<file path="src/rtl/and_result_skid_pkg.sv">
// Shared definitions for the AND-result skid stage.
//   occ_e          : buffer occupancy encoding (EMPTY/ONE/TWO; 2'd3 unused)
//   DEF_WIDTH      : default data width, matches the upstream AND block
//   DEF_CNT_W      : default statistics counter width
`ifndef AND_RESULT_SKID_PKG_SV
`define AND_RESULT_SKID_PKG_SV
package and_result_skid_pkg;

  typedef enum logic [1:0] {
    OCC_EMPTY = 2'd0,
    OCC_ONE   = 2'd1,
    OCC_TWO   = 2'd2
  } occ_e;

  localparam int DEF_WIDTH = 2;
  localparam int DEF_CNT_W = 8;

endpackage
`endif

</file>
<file path="src/rtl/and_result_skid_stats.sv">
// Saturating traffic statistics for accepted beats.
//   clk, rst_n : clock, asynchronous active-low reset
//   accept     : a beat is accepted this cycle
//   data       : the accepted beat (ignored when accept is low)
//   xfer_cnt   : number of accepted beats, saturating
//   ones_cnt   : total set bits across accepted beats, saturating
//   all_ones   : sticky, some accepted beat had every bit set
module and_result_stats
  import and_result_skid_pkg::*;
#(
  parameter int WIDTH = DEF_WIDTH,
  parameter int CNT_W = DEF_CNT_W
) (
  input  logic             clk,
  input  logic             rst_n,
  input  logic             accept,
  input  logic [WIDTH-1:0] data,
  output logic [CNT_W-1:0] xfer_cnt,
  output logic [CNT_W-1:0] ones_cnt,
  output logic             all_ones
);

  logic [CNT_W-1:0] xfer_q, xfer_d;
  logic [CNT_W-1:0] ones_q, ones_d;
  logic             all_q, all_d;

  function automatic logic [CNT_W:0] popcount(input logic [WIDTH-1:0] d);
    logic [CNT_W:0] pc;
    pc = '0;
    for (int i = 0; i < WIDTH; i++) begin
      pc = pc + {{CNT_W{1'b0}}, d[i]};
    end
    return pc;
  endfunction

  // Add at CNT_W+1 bits; a carry out means overflow, so clamp to all-ones.
  // A saturated counter can never drop back because the increment is >= 0.
  function automatic logic [CNT_W-1:0] sat_add(input logic [CNT_W-1:0] a,
                                               input logic [CNT_W:0]   b);
    logic [CNT_W:0] sum;
    sum = {1'b0, a} + b;
    return sum[CNT_W] ? {CNT_W{1'b1}} : sum[CNT_W-1:0];
  endfunction

  // Data only enters the arithmetic under accept, so X on an idle bus
  // cannot reach the counters.
  always_comb begin
    xfer_d = xfer_q;
    ones_d = ones_q;
    all_d  = all_q;
    if (accept) begin
      xfer_d = sat_add(xfer_q, {{CNT_W{1'b0}}, 1'b1});
      ones_d = sat_add(ones_q, popcount(data));
      all_d  = all_q | (&data);
    end
  end

  always_ff @(posedge clk or negedge rst_n) begin
    if (!rst_n) begin
      xfer_q <= '0;
      ones_q <= '0;
      all_q  <= 1'b0;
    end else begin
      xfer_q <= xfer_d;
      ones_q <= ones_d;
      all_q  <= all_d;
    end
  end

  assign xfer_cnt = xfer_q;
  assign ones_cnt = ones_q;
  assign all_ones = all_q;

endmodule

</file>
<file path="src/rtl/and_result_skid.sv">
// Registered 2-entry skid buffer for AND results with traffic statistics.
//   clk, rst_n          : clock, asynchronous active-low reset
//   in_valid/in_ready   : producer handshake (in_ready registered)
//   in_data             : AND result from upstream
//   out_valid/out_ready : consumer handshake (out_valid from occupancy)
//   out_data            : head entry, straight from a flop
//   xfer_cnt, ones_cnt  : saturating accepted-beat / set-bit counters
//   all_ones            : sticky all-bits-set flag
module and_result_skid
  import and_result_skid_pkg::*;
#(
  parameter int WIDTH = DEF_WIDTH,
  parameter int CNT_W = DEF_CNT_W
) (
  input  logic             clk,
  input  logic             rst_n,
  input  logic             in_valid,
  input  logic [WIDTH-1:0] in_data,
  output logic             in_ready,
  output logic             out_valid,
  output logic [WIDTH-1:0] out_data,
  input  logic             out_ready,
  output logic [CNT_W-1:0] xfer_cnt,
  output logic [CNT_W-1:0] ones_cnt,
  output logic             all_ones
);

  occ_e             state_q, state_d;
  logic [WIDTH-1:0] head_q, head_d;
  logic [WIDTH-1:0] tail_q, tail_d;
  logic             in_ready_q, in_ready_d;
  logic             accept;
  logic             pop;

  assign out_valid = (state_q == OCC_ONE) || (state_q == OCC_TWO);
  assign accept    = in_valid & in_ready_q;
  assign pop       = out_valid & out_ready;

  always_comb begin
    state_d = state_q;
    head_d  = head_q;
    tail_d  = tail_q;
    case (state_q)
      OCC_ONE: begin
        if (accept && !pop) begin
          state_d = OCC_TWO;
          tail_d  = in_data;
        end else if (pop && !accept) begin
          state_d = OCC_EMPTY;
        end else if (accept && pop) begin
          head_d  = in_data;
        end
      end
      OCC_TWO: begin
        if (pop) begin
          state_d = OCC_ONE;
          head_d  = tail_q;
        end
      end
      // EMPTY, and the unused encoding 2'd3 recovers as EMPTY.
      default: begin
        if (accept) begin
          state_d = OCC_ONE;
          head_d  = in_data;
        end
      end
    endcase
    // Registered ready: looks at the next occupancy so it is correct
    // in the cycle the buffer fills or drains.
    in_ready_d = (state_d != OCC_TWO);
  end

  always_ff @(posedge clk or negedge rst_n) begin
    if (!rst_n) begin
      state_q    <= OCC_EMPTY;
      head_q     <= '0;
      tail_q     <= '0;
      in_ready_q <= 1'b1;
    end else begin
      state_q    <= state_d;
      head_q     <= head_d;
      tail_q     <= tail_d;
      in_ready_q <= in_ready_d;
    end
  end

  assign in_ready = in_ready_q;
  assign out_data = head_q;

  and_result_stats #(
    .WIDTH (WIDTH),
    .CNT_W (CNT_W)
  ) u_stats (
    .clk      (clk),
    .rst_n    (rst_n),
    .accept   (accept),
    .data     (in_data),
    .xfer_cnt (xfer_cnt),
    .ones_cnt (ones_cnt),
    .all_ones (all_ones)
  );

endmodule

</file>
<file path="config.mk">
export PLATFORM = sky130hd
export DESIGN_NAME = and_result_skid
export DESIGN_NICKNAME = d
export VERILOG_FILES = /design/src/rtl/and_result_skid_pkg.sv /design/src/rtl/and_result_skid_stats.sv /design/src/rtl/and_result_skid.sv
export SDC_FILE = /design/constraint.sdc
export NUM_CORES = 1
export LEC_CHECK = 0
export CORE_UTILIZATION = 45
export CTS_CLUSTER_SIZE = 8
export DETAILED_ROUTE_END_ITERATION = 8
export HOLD_SLACK_MARGIN = 0.02
export PLACE_DENSITY = 0.71
export SETUP_SLACK_MARGIN = 0.2
export SLEW_MARGIN = 20
export SYNTH_ARGS = -nofsm -noshare
export SYNTH_HDL_FRONTEND = slang
export SYNTH_SLANG_ARGS = --single-unit
</file>
<file path="constraint.sdc">
create_clock -name clk -period 2.2 [get_ports clk]
set_input_delay 0.44 -clock clk [delete_from_list [all_inputs] [get_ports clk]]
set_output_delay 0.44 -clock clk [all_outputs]
set_load 0.05 [all_outputs]
</file>
# Yosys cells after proc, flatten, opt, wreduce, memory -nomap -nowiden
# Cells that the tools add are included.
dict set report word_totals {
  out_inout_bits 21
  input_bits 6
  reg_bits 24
  elab_cells 43
}
dict set report classes {
  n_mux 13
  eq_ne 7
  n_addsub 3
  n_reduce_logical 10
  n_bitwise 3
}
# operator count
set op_table {}
lappend op_table {{$mux 2} 9}
lappend op_table {{$mux 8} 2}
lappend op_table {{$add 8x1->9 const B} 1}
lappend op_table {{$add 8x9->9} 1}
lappend op_table {{$ne 2x2->1 const B} 4}
lappend op_table {{$pmux 2 s2} 2}
lappend op_table {{$reduce_and 5->1} 1}
lappend op_table {{$reduce_and 2->1} 2}
lappend op_table {{$logic_and 1x1->1} 3}
lappend op_table {{$reduce_bool 3->1} 1}
lappend op_table {{$add 1x1->2} 1}
lappend op_table {{$and 1x1->1} 2}
lappend op_table {{$eq 2x1->1 const B} 1}
lappend op_table {{$eq 2x2->1 const B} 1}
lappend op_table {{$logic_not 1->1} 2}
lappend op_table {{$ne 2x1->1 const B} 1}
lappend op_table {{$logic_or 1x1->1} 1}
lappend op_table {{$or 1x1->1} 1}

# Logic depth before layout (Yosys ltp)
dict set report depth {
  word_depth 8
  depth_mapped 7
}

# Modules after synthesis
# A second synthesis with hierarchy kept.
dict set report unflattened {
  hier_cells 117
  hier_area_um2 1272.5
}
# module area_each_um2 cells_per_inst instances seq_area_each_um2
set modules_own_cells {}
lappend modules_own_cells {and_result_stats 848.3 78 1 425.4}
lappend modules_own_cells {and_result_skid 424.2 39 1 176.4}

# Worst setup path before layout
# OpenSTA, ideal clock, no wires.
dict set report synth_path {
  path_kind {reg2reg}
  from {register u_stats.ones_q[0] (netlist: u_stats.ones_cnt[0])}
  to {register u_stats.ones_q[1] (netlist: u_stats.ones_cnt[1])}
  n_path_buf 0
  synth_period_minus_slack_ns 2.101
  setup_time_ns 0.087
  slack_ns 0.099
  t_required_ns 2.113
  t_arrival_ns 2.014
  stages_incl_launch_ff 7
  cell_sequence {dfrtp_1 ha_1 inv_1 fa_1 nor4b_4 nand4_1 o211ai_1}
}
dict set report synth_between {
  elab_chain_len 2
}
# element line_no
set synth_lines {}
lappend synth_lines {{start: declaration} and_result_skid_stats.sv:24} ;# logic [CNT_W-1:0] ones_q, ones_d;
lappend synth_lines {{start signal: assignment} and_result_skid_stats.sv:65} ;# ones_q <= ones_d;
lappend synth_lines {{$add 8x9->9} and_result_skid_stats.sv:41} ;# sum = {1'b0, a} + b;
lappend synth_lines {{$mux 8} and_result_skid_stats.sv:42} ;# return sum[CNT_W] ? {CNT_W{1'b1}} : sum[CNT_W-1:0];
# No other way between the ends.
# A chain may end at the register's enable or synchronous reset.

# Final worst setup path
dict set report layout_path {
  from {register u_stats.all_q (netlist: u_stats.all_ones)}
  to {output all_ones}
}
# element line_no
set layout_lines {}
lappend layout_lines {{start: declaration} and_result_skid_stats.sv:25} ;# logic all_q, all_d;
lappend layout_lines {{start signal: assignment} and_result_skid_stats.sv:66} ;# all_q <= all_d;
lappend layout_lines {{end: declaration} and_result_skid.sv:25} ;# output logic all_ones
# No word-level cell between the ends.

==> reports/qor.yml <==
outcome:
  outcome: "complete, no violations"
logic_synthesis:
  synth-seq-cells: 24
  synth_top_area_share_pct: 43.6
  synth_cell_types: 32
  synthesis.area_mm2: 0.00132
  yosys_warnings: 0
  synthTopCellsByArea: "dfrtp_1 44%, mux2_2 7.7%, ha_1 5.7%"
  syn_nets: 140
  syn_avg_cell_area_um2: 10.4
  synthCells: 127
  yosysSeqAreaShare_pct: 45.5
  yosysTopAreaCell: "dfrtp_1"
job:
  maxCapViolCount: 0
die:
  core_area_mm2: 0.00276
  start_util_pct: 47.9
  pin_count: 27
  die-area_mm2: 0.00316
  fp-row-count: 19
  fp.dieH_um: 56.2
  die_w_um: 56.2
place:
  port_buffers: 26
  place_ws_ns: -0.370
  hpwl_um: 1970
  gp_congestion: 0.792
detailed_routing:
  wl_met1_um: 1300
  postRouteAntennaNets: 0
  dr_total_vias: 1016
  route.met2.wl_um: 1190
  met3_length_um: 103
  viasPerCell: 5.29
  drtIter0Drc: 18
  routedWlPerCell_um: 13.7
  drc_errors: 0
  routed_wl_um: 2620
  drtPass1Iterations: 4
  routed.top_layer: "met4"
layout:
  syn_to_final_growth_pct: 28.0
  nNetsFinal: 175
  diodes: 0
  layout-drive-gt1-share_pct: 21.1
critical_path:
  cp-end-kind: "primary output"
  cp_max_fo: 2
  crit_slowest_cell: "clkdlybuf4s50_1"
  critPathRequiredTime_ns: 1.76
  cp-start-kind: "register"
  crit_type: "reg -> out"
  ff2ff_setup_slack_ns: 0.42
  path_cells: "clkdlybuf4s50_1"
  slowest_delay_ns: 0.80
  critPathArrivalTime_ns: 1.49
  critPathTopFamily: "buffers and inverters"
  path_buf_inv: 1
cts:
  cts_buffers: 3
  cts.htree.levels: 1
  clock_path_buffers: 2
  cts-root-buf: "clkbuf_4"
  clock_latency_ns: 0.32
  clkTransAtPathRegs_ns: 0.13
  postCtsHoldBufs: 0
  clock_sinks: 24
  cts_tree: "built"
timing:
  setup_violations: 0
  worst_pin_slew_ns: 0.500
  hold_viol_final: 0
  relSlewSlack_pct: 66.6
  finalCritPeriodShare_pct: 87.8
  fin_crit_ns: 1.93
  fmax_mhz: 518
  finalWorstSetupSlack_ns: 0.268
  slew_violations: 0
  rsz0062_at_grt: "false"
  finClkSkew_ns: 0.00511
pwr:
  power_density_mw_per_mm2: 1520
  total_power_mw: 2.56
  cellLeakagePower_nw: 0.805
  max-vdd-ir-drop_mv: 1.13
global_route:
  grt_pass1_wl_um: 4840
  grt_max_degree: 25
  grt_use_total_pct: 19.7
  grt_pass1_vias: 1046
  antenna_found_initial: 0
  grt_overflow: 0
worst_hold_path:
  hp-class: "in -> async"
==> cell families after synthesis <==
logic type               count (synthesis)  share of synthesized area (%)
AO/OA/AOI/OAI                           19                           9.47
XOR/XNOR                                 6                           3.98
flip-flops                              24                           45.5
AND/OR/NAND/NOR                         50                           21.9
adder cells (fa/ha/maj)                  7                           7.20
buffers and inverters                   12                           4.26
multiplexers                             9                           7.67
==> synthesized netlist by cell type (all sizes together) <==
| library cell | count |
|---|---|
| fa | 1 |
| o211ai | 1 |
| a311oi | 1 |
| a31oi | 4 |
| nor4b | 2 |
| inv | 8 |
| a21o | 1 |
| dfrtp | 23 |
| xnor2 | 6 |
| mux2 | 9 |
| nor3 | 1 |
| buf | 4 |
| and3 | 2 |
| a41oi | 1 |
| nor3b | 1 |
| a22oi | 1 |
| nor2b | 3 |
| a21oi | 8 |
| o21ai | 1 |
| and4 | 2 |
| nand2b | 4 |
| nor2 | 7 |
| nand3 | 7 |
| a2111oi | 1 |
| nand4 | 2 |
| and2 | 2 |
| dfstp | 1 |
| ha | 6 |
| nand2 | 17 |
==> report_power, final <==
group / switching (mW) / internal, mW / total, mW
sequential: 0.183 / 0.624 / 0.806
clock: 0.134 / 0.101 / 0.235
combinational: 0.968 / 0.554 / 1.52
==> path summary, 6_finish.rpt <==
kind,startpoint,end,cells past startpoint
worst max-delay path,u_stats.all_ones,all_ones,1
worst min-delay path,rst_n,u_stats.ones_cnt[1],2
worst max register to register,u_stats.ones_cnt[0],u_stats.ones_cnt[1],6
worst min register to register,u_stats.all_ones,u_stats.all_ones,1
max in group asynchronous,rst_n,in_ready,2
min in group clk,u_stats.all_ones,u_stats.all_ones,1
==> layout make-up <==
cell class | count | area, µm²
clock buffers | 4 | 36.3
fillers | 246 | 1070
inverters | 8 | 30.0
multi-input cells | 91 | 681
flip-flops and latches | 24 | 603
well taps | 31 | 38.8
repair buffers | 34 | 303
==> repair_timing <==
action | CTS | global route
pin swaps | 5 | 5
setup buffers | 1 | 1
resized for setup | 19 | 6
setup endpoints to repair | 24 | 10
hold endpoints to repair | 0 | 0
==> stage by stage <==
step | setup TNS, ns | cell area (µm²) | std cells | hold slack (ns) | utilization (%)
finish | 0 | 1690 | 192 | 0.449 | 61.3
global route | 0 | 1690 | 192 | 0.463 | 61.3
CTS | 0 | 1680 | 191 | 0.457 | 60.8
detailed placement | -2.45 | 1650 | 186 | 0.448 | 59.9
global placement | -2.01 | 1650 | 186 | 0.444 | 59.9
floorplan | 0 | 1330 | 127 | 0.144 | -
==> layout by cell type, fill, tap and decap left out, types with 2 or more instances in the layout <==
cell type	count
nor2b_1	3
clkdlybuf4s50_1	6
inv_1	8
nor2_1	7
clkbuf_4	3
and4_1	2
a21oi_1	8
and3_1	2
nand4_1	2
mux2_2	9
dfrtp_1	22
nand2_1	16
nor4b_4	2
dlygate4sd2_1	16
clkbuf_2	2
nand3_1	7
xnor2_1	6
a31oi_1	4
nand2b_1	4
buf_4	8
ha_1	4
==> state kept, by name, summed over array words and instances, names as in the netlist <==
name	cells
u_stats.all_ones	1
u_stats.ones_cnt	8
tail_q	2
u_stats.xfer_cnt	8
out_data	2
in_ready	1
state_q	2
==> metal layers <==
metal | vias up | global-route usage (%)
li1 | 511 | -
met1 | 480 | 26.8
met2 | 21 | 30.6
met5 | - | 0
met3 | 4 | 6.05
met4 | 0 | 4.88
Note: power is estimated with default switching activity, not from simulation.
